===== src/rtl/spi_pkg.sv =====
// Shared definitions for the SPI master: FSM states, byte framing and
// mode-0 clock polarity/phase.
package spi_pkg;

  localparam int   SPI_BYTE_BITS = 8;
  localparam logic SPI_CPOL      = 1'b0;
  localparam logic SPI_CPHA      = 1'b0;

  typedef enum logic [2:0] {
    IDLE_WAIT,
    IDLE,
    SETUP,
    XFER,
    GAP,
    HOLD
  } spi_state_e;

  function automatic int maxOf(input int a, input int b);
    return (a > b) ? a : b;
  endfunction

endpackage


===== src/rtl/spi_sclk_div.sv =====
// Half-period counter producing one-cycle rise/fall strobes while enabled.
// The count restarts whenever enable is low, preset to the requested phase.
module spi_sclk_div #(
  parameter int CLK_DIV = 4
) (
  input  logic clk_i,
  input  logic rst_i,
  input  logic en_i,
  input  logic startHigh_i,
  output logic rise_o,
  output logic fall_o
);

  localparam int CW = (CLK_DIV > 1) ? $clog2(CLK_DIV) : 1;
  localparam logic [CW-1:0] HALF_LAST = CW'(CLK_DIV - 1);

  logic [CW-1:0] cnt_q;
  logic          phase_q;
  logic          wrap;

  assign wrap   = en_i && (cnt_q == HALF_LAST);
  assign rise_o = wrap && !phase_q;
  assign fall_o = wrap && phase_q;

  always_ff @(posedge clk_i) begin
    if (rst_i) begin
      cnt_q   <= '0;
      phase_q <= 1'b0;
    end else if (!en_i) begin
      cnt_q   <= '0;
      phase_q <= startHigh_i;
    end else if (wrap) begin
      cnt_q   <= '0;
      phase_q <= ~phase_q;
    end else begin
      cnt_q   <= cnt_q + 1'b1;
    end
  end

endmodule


===== src/rtl/spi_master.sv =====
// Mode-0, MSB-first SPI master with a valid/ready byte interface; bytes
// handed over before send_last share a single slave-select assertion.
module spi_master
  import spi_pkg::*;
#(
  parameter int CLK_DIV  = 4,
  parameter int SS_SETUP = 4,
  parameter int BYTE_GAP = 4,
  parameter int SS_IDLE  = 8
) (
  input  logic                     ext_clk,
  input  logic                     rst,
  input  logic [SPI_BYTE_BITS-1:0] send_data,
  input  logic                     send_valid,
  input  logic                     send_last,
  output logic                     send_ready,
  output logic [SPI_BYTE_BITS-1:0] recv_data,
  output logic                     recv_valid,
  output logic                     sclk,
  output logic                     mosi,
  input  logic                     miso,
  output logic                     ss
);

  localparam int CNT_MAX = maxOf(maxOf(CLK_DIV, SS_SETUP), maxOf(BYTE_GAP, SS_IDLE));
  localparam int CW      = $clog2(CNT_MAX);
  localparam int BW      = $clog2(SPI_BYTE_BITS);
  localparam logic [BW-1:0] LAST_BIT = BW'(SPI_BYTE_BITS - 1);

  spi_state_e               state_q, state_d;
  logic [CW-1:0]            cnt_q, cnt_d, cntLimit;
  logic [BW-1:0]            bit_q, bit_d;
  logic [SPI_BYTE_BITS-1:0] tx_q, tx_d, rx_q, rx_d, recvData_q, recvData_d;
  logic                     last_q, last_d, sclk_q, sclk_d, mosi_q, mosi_d;
  logic                     ss_q, ss_d, ready_q, ready_d, recvValid_q, recvValid_d;
  logic                     rise, fall, handshake, cntHit, byteDone;

  spi_sclk_div #(.CLK_DIV(CLK_DIV)) u_div (
    .clk_i      (ext_clk),
    .rst_i      (rst),
    .en_i       (state_q == XFER),
    .startHigh_i(state_q == SETUP),
    .rise_o     (rise),
    .fall_o     (fall)
  );

  assign handshake = send_valid && ready_q;
  assign byteDone  = (state_q == XFER) && fall && (bit_q == LAST_BIT);
  assign cntLimit  = (state_q == IDLE_WAIT) ? CW'(SS_IDLE - 1)  :
                     (state_q == SETUP)     ? CW'(SS_SETUP - 1) :
                     (state_q == GAP)       ? CW'(BYTE_GAP - 1) :
                     (state_q == HOLD)      ? CW'(CLK_DIV - 1)  : '0;
  assign cntHit    = (cnt_q == cntLimit);

  always_ff @(posedge ext_clk) begin
    if (rst) begin
      state_q     <= IDLE_WAIT;
      cnt_q       <= '0;
      bit_q       <= '0;
      tx_q        <= '0;
      rx_q        <= '0;
      last_q      <= 1'b0;
      sclk_q      <= SPI_CPOL;
      mosi_q      <= 1'b0;
      ss_q        <= 1'b1;
      ready_q     <= 1'b0;
      recvValid_q <= 1'b0;
      recvData_q  <= '0;
    end else begin
      state_q     <= state_d;
      cnt_q       <= cnt_d;
      bit_q       <= bit_d;
      tx_q        <= tx_d;
      rx_q        <= rx_d;
      last_q      <= last_d;
      sclk_q      <= sclk_d;
      mosi_q      <= mosi_d;
      ss_q        <= ss_d;
      ready_q     <= ready_d;
      recvValid_q <= recvValid_d;
      recvData_q  <= recvData_d;
    end
  end

  always_comb begin
    state_d = state_q;
    unique case (state_q)
      IDLE_WAIT: if (cntHit)    state_d = IDLE;
      IDLE:      if (handshake) state_d = SETUP;
      SETUP:     if (cntHit)    state_d = XFER;
      XFER:      if (byteDone)  state_d = last_q ? HOLD : GAP;
      GAP:       if (handshake) state_d = XFER;
      HOLD:      if (cntHit)    state_d = IDLE_WAIT;
      default:                  state_d = IDLE_WAIT;
    endcase
  end

  // Outputs are computed from the next state so every pin leaves a flop.
  // The SETUP phase doubles as the low half before the first rise.
  always_comb begin
    cnt_d       = (state_d != state_q) ? '0 : (cntHit ? cnt_q : cnt_q + 1'b1);
    bit_d       = bit_q;
    tx_d        = tx_q;
    rx_d        = rx_q;
    last_d      = last_q;
    sclk_d      = sclk_q;
    mosi_d      = mosi_q;
    recvData_d  = recvData_q;
    recvValid_d = 1'b0;
    if (handshake) begin
      tx_d   = send_data;
      last_d = send_last;
      mosi_d = send_data[SPI_BYTE_BITS-1];
      bit_d  = '0;
    end
    if ((state_q == SETUP) && (state_d == XFER)) begin
      sclk_d = ~SPI_CPOL;
    end else if (rise) begin
      sclk_d = ~SPI_CPOL;
    end else if (fall) begin
      sclk_d = SPI_CPOL;
    end
    if ((sclk_d != SPI_CPOL) && (sclk_q == SPI_CPOL)) begin
      rx_d = {rx_q[SPI_BYTE_BITS-2:0], miso};
    end
    if (fall) begin
      tx_d   = tx_q << 1;
      mosi_d = tx_q[SPI_BYTE_BITS-2];
      bit_d  = bit_q + 1'b1;
    end
    if (byteDone) begin
      recvData_d  = rx_q;
      recvValid_d = 1'b1;
    end
    ss_d    = (state_d == IDLE_WAIT) || (state_d == IDLE);
    ready_d = (state_d == IDLE) || ((state_d == GAP) && (state_q == GAP) && cntHit);
  end

  assign send_ready = ready_q;
  assign recv_data  = recvData_q;
  assign recv_valid = recvValid_q;
  assign sclk       = sclk_q;
  assign mosi       = mosi_q;
  assign ss         = ss_q;

endmodule


===== config.mk =====
export PLATFORM = sky130hd
export DESIGN_NAME = spi_master
export DESIGN_NICKNAME = d
export VERILOG_FILES = /design/src/rtl/spi_pkg.sv /design/src/rtl/spi_sclk_div.sv /design/src/rtl/spi_master.sv
export SDC_FILE = /design/constraint.sdc
export NUM_CORES = 1
export LEC_CHECK = 0
export BUFFER_PORTS_ARGS = -buffer_cell sky130_fd_sc_hd__buf_2
export CAP_MARGIN = 10
export CORE_AREA = 5 5 66 68
export CTS_CLUSTER_SIZE = 40
export DETAILED_ROUTE_END_ITERATION = 10
export DIE_AREA = 0 0 71 73
export PLACE_DENSITY = 0.74
export RECOVER_POWER = 100
export REMOVE_ABC_BUFFERS = 1
export SLEW_MARGIN = 15
export SYNTH_ARGS = -nofsm -noshare
export SYNTH_HDL_FRONTEND = slang
export SYNTH_SLANG_ARGS = --single-unit

===== constraint.sdc =====
create_clock -name ext_clk -period 2.4 [get_ports ext_clk]
set_input_delay 0.12 -clock ext_clk [delete_from_list [all_inputs] [get_ports ext_clk]]
set_output_delay 0.12 -clock ext_clk [all_outputs]
set_load 0.05 [all_outputs]

# After elaboration in Yosys (flattened, before gate mapping)
# Cells that the tools add are included.
[op_classes]
addsub = 3
mul = 0
div_mod_pow = 0
order_cmp = 0
n_eq_ne = 13
shifts = 0
muxes = 24
bitwise = 3
reduce_logical = 19
[op_table]
columns = ["cell", "n"]
rows = [
  ["$mux 3", 9],
  ["$pmux 3 s6", 1],
  ["$mux 7", 2],
  ["$eq 3x3->1 const B", 4],
  ["$logic_and 1x1->1", 10],
  ["$eq 3x2->1 const B", 3],
  ["$mux 1", 9],
  ["$add 3x1->3 const B", 2],
  ["$eq 3x1->1 const B", 2],
  ["$logic_not 3->1", 2],
  ["$mux 2", 3],
  ["$reduce_or 2->1", 2],
  ["$eq 3x3->1", 1],
  ["$ne 3x3->1", 1],
  ["$not 1->1", 3],
  ["$reduce_or 3->1", 1],
  ["$add 2x1->2 const B", 1],
  ["$eq 2x2->1 const B", 1],
  ["$logic_or 1x1->1", 2],
  ["$ne 2x2->1 const B", 1],
  ["$reduce_bool 2->1", 1],
  ["$logic_not 1->1", 1],
]
[totals]
reg_bits = 41
latchBits = 0
ram_bits = 0
mem_bits_ro = 0
inputBits = 13
output_inout_bits = 13
elab_cells = 77
n_memories = 0

# Logic depth before layout (Yosys ltp)
# Gate-level depths: netlist of the first run.
[depth]
word_depth = 12
mapped_depth = 8
ltp_nobuf = 7

# Cells and area by module
# Synthesis of the first run repeated with hierarchy kept, for this count alone.
[unflattened]
hier_cells = 223
area_unflattened_um2 = 1945.6
[modules_own_cells]
columns = ["module", "instances", "cells_per_inst", "area_per_inst_um2", "seq_area_each_um2"]
rows = [
  ["spi_master", 1, 211, 1811.7, 760.7],
  ["spi_sclk_div", 1, 12, 133.9, 60.1],
]

# Worst setup path before layout of the first run
# Ideal clock, no wire load.
[synth_timing]
path_kind = "flip-flop to flip-flop"
from = "reg cnt_q[2]"
to = "reg rx_q[0]"
setup_time_ps = 72
arrival_time_ps = 1600
t_required_ps = 2328
path_slack_ps = 729
path_stages_with_launch = 8
n_path_buf = 2
synth_period_minus_slack_ps = 1671
path_cell_list = "dfxtp_1 > buf_4 > or4b_4 > a2bb2oi_2 > a21oi_2 > o21a_1 > buf_6 > mux2i_1"
[synth_via]
elab_chain_len = 7
word_cells_on_any_way = 9
classes_between = "eq/ne: 2; mux: 5; reduce/logical: 2"
[synth_rtl]
columns = ["item", "line", "rtl"]
rows = [
  ["start: declaration", "spi_master.sv:31", "logic [CW-1:0] cnt_q, cnt_d, cntLimit;"],
  ["start signal: assignment", "spi_master.sv:71", "cnt_q <= cnt_d;"],
  ["$eq 3x3->1 (*)", "spi_master.sv:53", "assign cntHit = (cnt_q == cntLimit);"],
  ["$mux 3 (on tied branches)", "spi_master.sv:93, spi_master.sv:88, spi_master.sv:90", ""],
  ["$pmux 3 s6 (*)", "spi_master.sv:87", "unique case (state_q)"],
  ["$eq 3x2->1 (*)", "spi_master.sv:116", "if ((state_q == SETUP) && (state_d == XFER)) begin"],
  ["$logic_and 1x1->1 (*)", "spi_master.sv:116", ""],
  ["$mux 1 (*)", "spi_master.sv:116", ""],
  ["$logic_and 1x1->1 (*)", "spi_master.sv:123", "if ((sclk_d != SPI_CPOL) && (sclk_q == SPI_CPOL)) begin"],
  ["end signal: assignment", "spi_master.sv:74", "rx_q <= rx_d;"],
  ["end: declaration", "spi_master.sv:33", "logic [SPI_BYTE_BITS-1:0] tx_q, tx_d, rx_q, rx_d, recvData_q, recvData_d;"],
]
# Every way passes the cells marked *; elsewhere a longest branch is shown, timed or not.
# A chain may end at the register's enable or synchronous reset.

# Final worst setup path of the first run
[layout_timing]
from = "reg state_q[2]"
to = "reg rx_q[5]"
[layout_via]
elab_chain_len = 12
word_cells_on_any_way = 29
classes_between = "eq/ne: 7; mux: 14; reduce/logical: 8"
[layout_rtl]
columns = ["item", "line", "rtl"]
rows = [
  ["start: declaration", "spi_master.sv:30", "spi_state_e state_q, state_d;"],
  ["start signal: assignment", "spi_master.sv:70", "state_q <= state_d;"],
  ["$eq 3x3->1", "spi_master.sv:52, spi_master.sv:87", ""],
  ["$mux 2", "spi_master.sv:52", "(state_q == HOLD) ? CW'(CLK_DIV - 1) : '0;"],
  ["$mux 2", "spi_master.sv:51", "(state_q == GAP) ? CW'(BYTE_GAP - 1) :"],
  ["$mux 2", "spi_master.sv:50", "(state_q == SETUP) ? CW'(SS_SETUP - 1) :"],
  ["$mux 3", "spi_master.sv:49", "assign cntLimit = (state_q == IDLE_WAIT) ? CW'(SS_IDLE - 1) :"],
  ["$eq 3x3->1", "spi_master.sv:53", ""],
  ["$mux 3 (on tied branches)", "spi_master.sv:93, spi_master.sv:88, spi_master.sv:90", ""],
  ["$pmux 3 s6", "spi_master.sv:87", ""],
  ["$eq 3x2->1", "spi_master.sv:116", ""],
  ["$logic_and 1x1->1", "spi_master.sv:116", ""],
  ["$mux 1 (*)", "spi_master.sv:116", ""],
  ["$logic_and 1x1->1 (*)", "spi_master.sv:123", ""],
]
# Marked as above.

==> impl_metrics.tcl, run 1 <==
set metrics [dict create \
    final_cell_mix "nand2_1, dfxtp_1, nor2_1" \
    drc 0 \
    yosysSeqAreaShare_pct 42.1 \
    wl_um 3860 \
    htreeDepth 2 \
    wl_met1_um 1860 \
    clkTransAtPathRegs_ps 80 \
    crit_buf_inv 0 \
    start_kind "flip-flop" \
    io_buffers 25 \
    die_h_um 73 \
    yosysTopAreaCell "dfxtp_1" \
    cts-buffers-inserted 5 \
    syn2layout_area_growth_pct 8.92 \
    synth-seq-cells 41 \
    fin_cells 298 \
    worstSetupPathType "flip-flop to flip-flop" \
    arrival_ps 2260 \
    grt_pass1_wl_um 6640 \
    drtIter0Drc 107 \
    gp_congestion 0.861 \
    cpMaxStageDelayCell "or4b_1" \
    whs_ps 76.9 \
    post_drt_wl_per_cell_um 12.9 \
    yosysTopAreaCellShare_pct 42.1 \
    grt_max_degree 25 \
    relSlewSlack_pct 60.3 \
    cpPeakStageDelay_ps 580 \
    rsz0062_at_grt "false" \
    status "finished, final reports clean" \
    grt_overflow 0 \
    required_ps 2610 \
    ctsRootBufferMaster "clkbuf_8" \
    min_period_over_period_pct 85.2 \
    final.min_clock_period_ps 2040 \
    nets 265 \
    final_hold_viol_count 0 \
    synthCells 227 \
    coreArea_mm2 0.00380 \
    antenna_cells 0 \
    synth.top_cells.by_area "dfxtp_1, nand2_1, mux2i_1" \
    tightest_slew_ps 598 \
    path_delay_family "compound AO/OA/AOI/OAI gates" \
    via_per_inst 5.33 \
    met3_length_um 177 \
    drv_slew 0 \
    grt_util_all_layers_pct 16.1 \
    post-route-util_pct 55.9 \
    synth_area_mm2 0.00195 \
    setup_violations 0 \
    synth_cell_types 50 \
    vias 1588 \
    p_leak_uw 0.000760 \
    clkLatencyLatePin_ps 290 \
    synth_ff_type "dfxtp_1" \
    highest_layer "met4" \
    synth_edf_count 0 \
    min_path_type "primary input to flip-flop" \
    fp-row-count 23 \
    irDropWorstVdd_v 0.000382 \
    drive_gt1_share_pct 10.9 \
    synthArstFlopShare_pct 0 \
    die_area_mm2 0.00518 \
    crit_path_max_fanout 15 \
    yosys_warnings 0 \
    antenna_found_initial 0 \
    power_density_mw_per_mm2 609 \
    drtPass1Iterations 4 \
    syn_area_per_cell_um2 8.59 \
    fin_setup_tns_ps 0 \
    dp_hpwl_um 2750 \
    first_global_vias 1462 \
    cts_tree "built" \
    placedCellCount 291 \
    post-cts-setup-buffers 0 \
    drv_cap 0 \
    cp_cell_sequence "or4b_1, a2bb2oi_2, a21oi_1, o21a_1, mux2i_1" \
    post_cts_resized 0 \
    dieWidth_um 71 \
    endpoint_kind "flip-flop" \
    wl_met2_um 1790 \
    max-clock-path-buffers 2 \
    cts-hold-fix-buffers 0 \
    drtAntennaViolNets 0 \
    finClkSkew_ps 5.61 \
    clock-sinks 41 \
    io_pins 26 \
    fmax_ghz 0.489 \
    start_util_pct 51.4 \
]
## cells by family (layout without fill, tap and decap cells)
group	after synthesis	count (layout)	synth area share, %
mux	10	10	5.20
simple gates	102	102	26.0
buf+inv	16	37	5.07
compound gates	52	52	18.2
fa+ha+maj	4	4	2.57
flops	41	41	42.1
xor+xnor	2	2	0.898
## through the flow
step                cell area [µm²]  total power, µW  worst slack (ps)
floorplan                      1850              819               490
finish                         2120             1290               356
detailed placement             2080              867               443
CTS                            2160             1320               423
global route                   2120             1360               195
global placement               2080              867               502
## state kept, by name, indices dropped and copies added, names as in the netlist, 2 cells and up
register and flops:
cnt_q 3, state_q 3, bit_q 3, rx_q 8
u_div.cnt_q 2, tx_q 7, recv_data 8
## cells in the mapped netlist (2+ instances only)
cell	n
ha_1	4
a21oi_1	17
o21a_1	2
a211oi_1	4
buf_6	3
nand2_1	41
mux2i_1	9
nand2b_1	6
nor3_1	2
nor2_1	23
buf_4	3
o21ai_0	6
clkbuf_1	9
or2b_1	6
nand3_1	5
o2bb2ai_1	2
a31oi_1	2
o22ai_1	2
or2_2	4
a311oi_1	7
dfxtp_1	41
## final cells by class
| cell class | instances | area (µm²) |
|---|---|---|
| Clock buffer | 7 | 86.3 |
| Fill cell | 394 | 1670 |
| Multi-Input combinational cell | 170 | 1020 |
| Sequential cell | 41 | 821 |
| Tap cell | 50 | 62.6 |
| Timing Repair Buffer | 30 | 139 |
## final timing paths
path / from / to / slack, ps / depth (start not counted)
worst max register to register: state_q[2] / rx_q[5] / 360 / 5
worst max-delay path: state_q[2] / rx_q[5] / 360 / 5
worst min register to register: u_div.cnt_q[0] / u_div.cnt_q[0] / 430 / 1
worst min-delay path: send_last / last_q / 80 / 3
## worst reg2reg max path, cell delays in order, from the launching register on
cell	delay [ps]
dfxtp_1	440
or4b_1	580
a2bb2oi_2	190
a21oi_1	200
o21a_1	330
mux2i_1	230
## power by group
part           internal (µW)  switching, µW  total, µW
Sequential               697           25.8        723
Combinational           55.3           69.8        125
Clock                    228            219        447
Total                    980            314       1290
## layer usage
| metal | vias to the layer above | track usage, % |
|---|---|---|
| met5 | - | 0 |
| met4 | 0 | 5.85 |
| met3 | 6 | 4.82 |
| met2 | 32 | 24.6 |
| met1 | 717 | 21.6 |
| li1 | 833 | - |
Note: power is estimated with default switching activity, not from simulation.
==> inputs of run 2 (changes only) <==
- CORE_AREA: 5 5 66 68 -> 5 5 63 70
- DIE_AREA: 0 0 71 73 -> 0 0 68 75
- PLACE_DENSITY: 0.74 -> 0.75
==> impl_metrics.tcl, run 2 (synthesis results as in run 1) <==
set metrics [dict create \
    status "finished, final reports clean" \
    fp-row-count 23 \
    power_frac_comb_pct 9.5 \
    grt_max_degree 24 \
    final.min_clock_period_ps 2030 \
    cpMaxStageDelayCell "or4b_1" \
    drive_gt1_share_pct 11.3 \
    fmax_ghz 0.492 \
    p_switching_uw 316 \
    clkTransAtPathRegs_ps 80 \
    clock-sinks 41 \
    io_pins 26 \
    clkLatencyLatePin_ps 290 \
    htreeDepth 2 \
    regToRegSetupSlack_ps 370 \
    max-clock-path-buffers 2 \
    via_per_inst 5.34 \
    syn2layout_area_growth_pct 8.98 \
    cp_cell_sequence "or4b_1, a2bb2oi_2, a21oi_1, o21a_1, mux2i_1" \
    reg2reg_to "rx_q[1]" \
    grt_util_all_layers_pct 16.8 \
    r2r_start "state_q[2]" \
    grt_pass1_wl_um 6530 \
    post_cts_resized 0 \
    fillers 335 \
    drv_cap 0 \
    drtAntennaViolNets 0 \
    vias 1592 \
    multi_input_area_mm2 0.00102 \
    design_area_mm2 0.00213 \
    post-cts-setup-buffers 0 \
    crit_start "state_q[2]" \
    drtIter0Drc 110 \
    final_cell_mix "nand2_1, dfxtp_1, nor2_1" \
    min_to "last_q" \
    power.internal_uw 979 \
    die_h_um 75 \
    regArea_um2 821 \
    path_delay_family "compound AO/OA/AOI/OAI gates" \
    p_seq_share_pct 55.9 \
    hold_path_depth 3 \
    antenna_found_initial 0 \
    gp_congestion 0.890 \
    rsz0062_at_grt "false" \
    drtPass1Iterations 4 \
    endpoint_kind "flip-flop" \
    worstSetupPathType "flip-flop to flip-flop" \
    start_util_pct 54.2 \
    dpl_cell_area_mm2 0.00208 \
    post_drt_wl_per_cell_um 12.6 \
    final_hold_viol_count 0 \
    cpPeakStageDelay_ps 580 \
    p_leak_uw 0.000755 \
    grt.met3_usage_pct 4.93 \
    min_period_over_period_pct 84.7 \
    min_from "send_last" \
    relSlewSlack_pct 58.8 \
    crit_buf_inv 0 \
    die_area_mm2 0.00510 \
    p_clk_share_pct 34.6 \
    coreArea_mm2 0.00360 \
    irDropWorstVdd_v 0.000381 \
    drv_slew 0 \
    cts_tree "built" \
    min_path_type "primary input to flip-flop" \
    fin_setup_tns_ps 0 \
    use_met1_pct 21.2 \
    nets 265 \
    setup_violations 0 \
    dp_hpwl_um 2660 \
    required_ps 2620 \
    io_buffers 25 \
    cts-buffers-inserted 5 \
    rr_worst_depth 5 \
    cts-hold-fix-buffers 0 \
    ctsRootBufferMaster "clkbuf_8" \
    antenna_cells 0 \
    arrival_ps 2250 \
    drc 0 \
    finClkSkew_ps 6.85 \
    grt_use_met2_pct 26.4 \
    first_global_vias 1503 \
    wl_um 3740 \
    grt_overflow 0 \
    start_kind "flip-flop" \
    swShare_pct 24.4 \
    crit_path_max_fanout 15 \
    dieWidth_um 68 \
    tightest_slew_ps 621 \
    grt-busiest-layer "met2" \
    power_density_mw_per_mm2 609 \
]
## run 2: per-layer routing
| layer | up-vias | share of wire (%) |
|---|---|---|
| met5 | - | 0 |
| met4 | 0 | 1.8 |
| met3 | 6 | 5.1 |
| met2 | 31 | 45 |
| met1 | 718 | 48 |
| li1 | 837 | - |
## run 2: worst min-delay path, cell delays in order
cell and delay [ps]:
buf_2 100, nand2_1 50, a21oi_1 50
## run 2: how the worst max path moves through the flow
stage,end,slack [ps],cells after the start
after floorplan,rx_q[0],490,5
after global placement,rx_q[0],510,5
after detailed placement,rx_q[6],430,5
after CTS,rx_q[6],410,5
after global routing,rx_q[2],180,5
final,rx_q[1],370,5
## run 2: cell type report
| type | count | share of cell area [%] |
|---|---|---|
| timing repair buffer | 30 | 6.36 |
| sequential | 41 | 38.6 |
| clock buffer | 6 | 3.88 |
| tap | 50 | 2.94 |
| clock inverter | 1 | 0.353 |
| multi-input combinational | 170 | 47.9 |
## run 2: power groups by stage
stage	clock [µW]	sequential, µW	combinational [µW]
2_1_floorplan	0	738	81.0
3_3_place_gp	0	738	125
3_5_place_dp	0	740	126
4_1_cts	466	724	127
5_1_grt	498	729	136
6_report	448	724	124
## run 2: metrics by stage
stage	utilization [%]	setup slack, ps	cells	hold WS [ps]	total power (µW)
2_1_floorplan	-	490	211	189	819
3_3_place_gp	57.7	515	291	371	864
3_5_place_dp	57.7	430	291	380	866
4_1_cts	60.2	409	298	65.5	1320
5_1_grt	59.1	180	298	89.1	1360
6_report	59.1	368	298	79.1	1300
==> inputs of run 3 (changes only) <==
- ABC_AREA: unset -> 1
- CORE_AREA: 5 5 63 70 -> 5 5 65 72
- DIE_AREA: 0 0 68 75 -> 0 0 70 77
- PLACE_DENSITY: 0.75 -> 0.72
- clock period: 2.4 -> 1.7 ns (I/O delays scaled with it)
==> impl_metrics.tcl, run 3 <==
set metrics [dict create \
    wl_um 4180 \
    min_period_over_period_pct 91.9 \
    vias 1694 \
    drv_cap 0 \
    cts-hold-fix-buffers 0 \
    first_global_vias 1613 \
    grt_util_all_layers_pct 15.6 \
    drv_slew 0 \
    p_clk_share_pct 46.5 \
    cp_cell_sequence "ha_2, inv_1, nor2_4, nand3_4, nand2_1, nand3_2, o21bai_2, nand3_2, nor2_1" \
    ctsRootBufferMaster "clkbuf_8" \
    synth.top_cells.by_area "dfxtp_1, nand2_1, a21oi_1" \
    cts_tree "built" \
    wl_met2_um 2080 \
    grt_pass1_wl_um 6830 \
    cts-buffers-inserted 5 \
    io_pins 26 \
    io_buffers 25 \
    setup_violations 0 \
    antenna_cells 0 \
    cpMaxStageDelayCell "dfxtp_1" \
    power_density_mw_per_mm2 899 \
    fin_cells 324 \
    cpPeakStageDelay_ps 350 \
    worst_path_most_repeated_cell "nand3_2" \
    yosysTopAreaCell "dfxtp_1" \
    syn_area_per_cell_um2 7.90 \
    fillers 395 \
    grt_max_degree 24 \
    synth.most_common_cell "dfxtp_1" \
    clkLatencyLatePin_ps 290 \
    p_switching_uw 404 \
    layout_commonest_cell "dfxtp_1" \
    drtIter0Drc 95 \
    yosysSeqAreaShare_pct 43.3 \
    yosysTopAreaCellShare_pct 43.3 \
    max-clock-path-buffers 2 \
    drc 0 \
    dp_hpwl_um 2930 \
    synth_ff_type "dfxtp_1" \
    finClkSkew_ps 7.47 \
    tightest_slew_ps 604 \
    fin_setup_tns_ps 0 \
    synth_cell_types 34 \
    syn2layout_area_growth_pct 16.8 \
    ys_top_cells_by_count "dfxtp_1, nand2_1, a21oi_1" \
    start_util_pct 48.6 \
    dieWidth_um 70 \
    grt_overflow 0 \
    final_cell_mix "dfxtp_1, nand2_1, a21oi_1" \
    post_drt_wl_per_cell_um 12.9 \
    status "finished, final reports clean" \
    wl_met1_um 1890 \
    relSlewSlack_pct 59.9 \
    synth-seq-cells 41 \
    swShare_pct 20.3 \
    start_kind "flip-flop" \
    synth_area_mm2 0.00190 \
    die_area_mm2 0.00539 \
    final.min_clock_period_ps 1560 \
    clkTransAtPathRegs_ps 80 \
    p_seq_share_pct 49.1 \
    power_frac_comb_pct 4.4 \
    met3_length_um 103 \
    finalPower_uw 1990 \
    fmax_ghz 0.640 \
    highest_layer "met4" \
    drtPass1Iterations 4 \
    die_h_um 77 \
    via_per_inst 5.23 \
    gp_congestion 0.875 \
    required_ps 1930 \
    endpoint_kind "flip-flop" \
    drtAntennaViolNets 0 \
    p_leak_uw 0.000880 \
    htreeDepth 2 \
    final_hold_viol_count 0 \
    nets 288 \
    clock-sinks 41 \
    path_delay_family "simple AND/OR/NAND/NOR gates" \
    yosys_warnings 0 \
    crit_path_max_fanout 8 \
    fp-row-count 24 \
    synthArstFlopShare_pct 0 \
    drive_gt1_share_pct 21.0 \
    antenna_found_initial 0 \
    placedCellCount 315 \
    post-route-util_pct 56.8 \
    arrival_ps 1790 \
    coreArea_mm2 0.00390 \
    synthCells 240 \
    power.internal_uw 1590 \
    worstSetupPathType "flip-flop to flip-flop" \
    synth_edf_count 0 \
    min_path_type "primary input to flip-flop" \
    irDropWorstVdd_v 0.000645 \
    crit_buf_inv 1 \
]
## run 3: changes by cell type in the layout (fill, tap and decap cells not counted), moves of 6 or more
| cell | previous run | this run |
|---|---|---|
| mux2i_1 | 9 | 0 |
| nor2_1 | 23 | 14 |
| o21ai_0 | 6 | 15 |
| a21oi_1 | 18 | 27 |
| nand2b_1 | 6 | 0 |
| or2b_1 | 6 | 0 |
| a311oi_1 | 7 | 0 |
| inv_1 | 0 | 20 |
| nand2_2 | 0 | 7 |
| buf_4 | 2 | 8 |
| nand3_1 | 5 | 25 |
## run 3: timing repair
item                                    4_1_cts  5_1_grt
endpoints found under the setup margin        0       25
resized for setup                             0        5
buffers inserted                              0        1
## run 3: final timing paths
check / cells past startpoint / slack [ps] / from / end
setup reg to reg: 9 / 140 / u_div.cnt_q[0] / cnt_q[2]
hold / removal: 3 / 60 / miso / rx_q[0]
setup / recovery: 9 / 140 / u_div.cnt_q[0] / cnt_q[2]
hold reg to reg: 1 / 450 / u_div.cnt_q[0] / u_div.cnt_q[0]
## run 3: layout make-up
type                       instances  area [µm²]  area share, %
multi-input combinational        163         920           41.5
tap                               52        65.1           2.94
clock buffer                       5        68.8           3.11
sequential                        41         823           37.2
inverter                          26         101           4.57
clock inverter                     3        65.1           2.94
timing repair buffer              34         173           7.79
## run 3: tightest hold or removal path, delay by kind of cell
kind / cells / cell delay [ps]
buf+inv: 1 / 100
simple gates: 1 / 70
compound gates: 1 / 60
## run 3: through the flow
| stage | worst slack [ps] | instance area, µm² | hold slack [ps] |
|---|---|---|---|
| 3_5_place_dp | 114 | 2090 | 370 |
| 4_1_cts | 84.8 | 2220 | 55.0 |
| 2_1_floorplan | -115 | 1840 | 154 |
| 3_3_place_gp | 150 | 2090 | 345 |
| 5_1_grt | -9.36 | 2220 | 71.1 |
| 6_report | 138 | 2220 | 62.4 |
## run 3: layer usage
layer,up-vias,GRT usage (%)
met5,-,0
met4,0,8.62
met3,9,2.48
met2,30,26.2
met1,791,18.8
li1,864,-
## run 3: cell families after synthesis
logic type	count (synthesis)	synth area share [%]
AND/OR/NAND/NOR	104	29.5
AO/OA/AOI/OAI	53	15.2
flip-flops	41	43.3
buffers and inverters	36	8.44
adder cells (fa/ha/maj)	4	2.64
XOR/XNOR	2	0.924
## run 3: power by group through the flow
stage	sequential [µW]	combinational, µW	clock (µW)
CTS	979	88.1	939
detailed placement	1000	87.7	0
global route	980	100	976
global placement	1000	86.8	0
finish	979	87.7	925
floorplan	1000	51.4	0
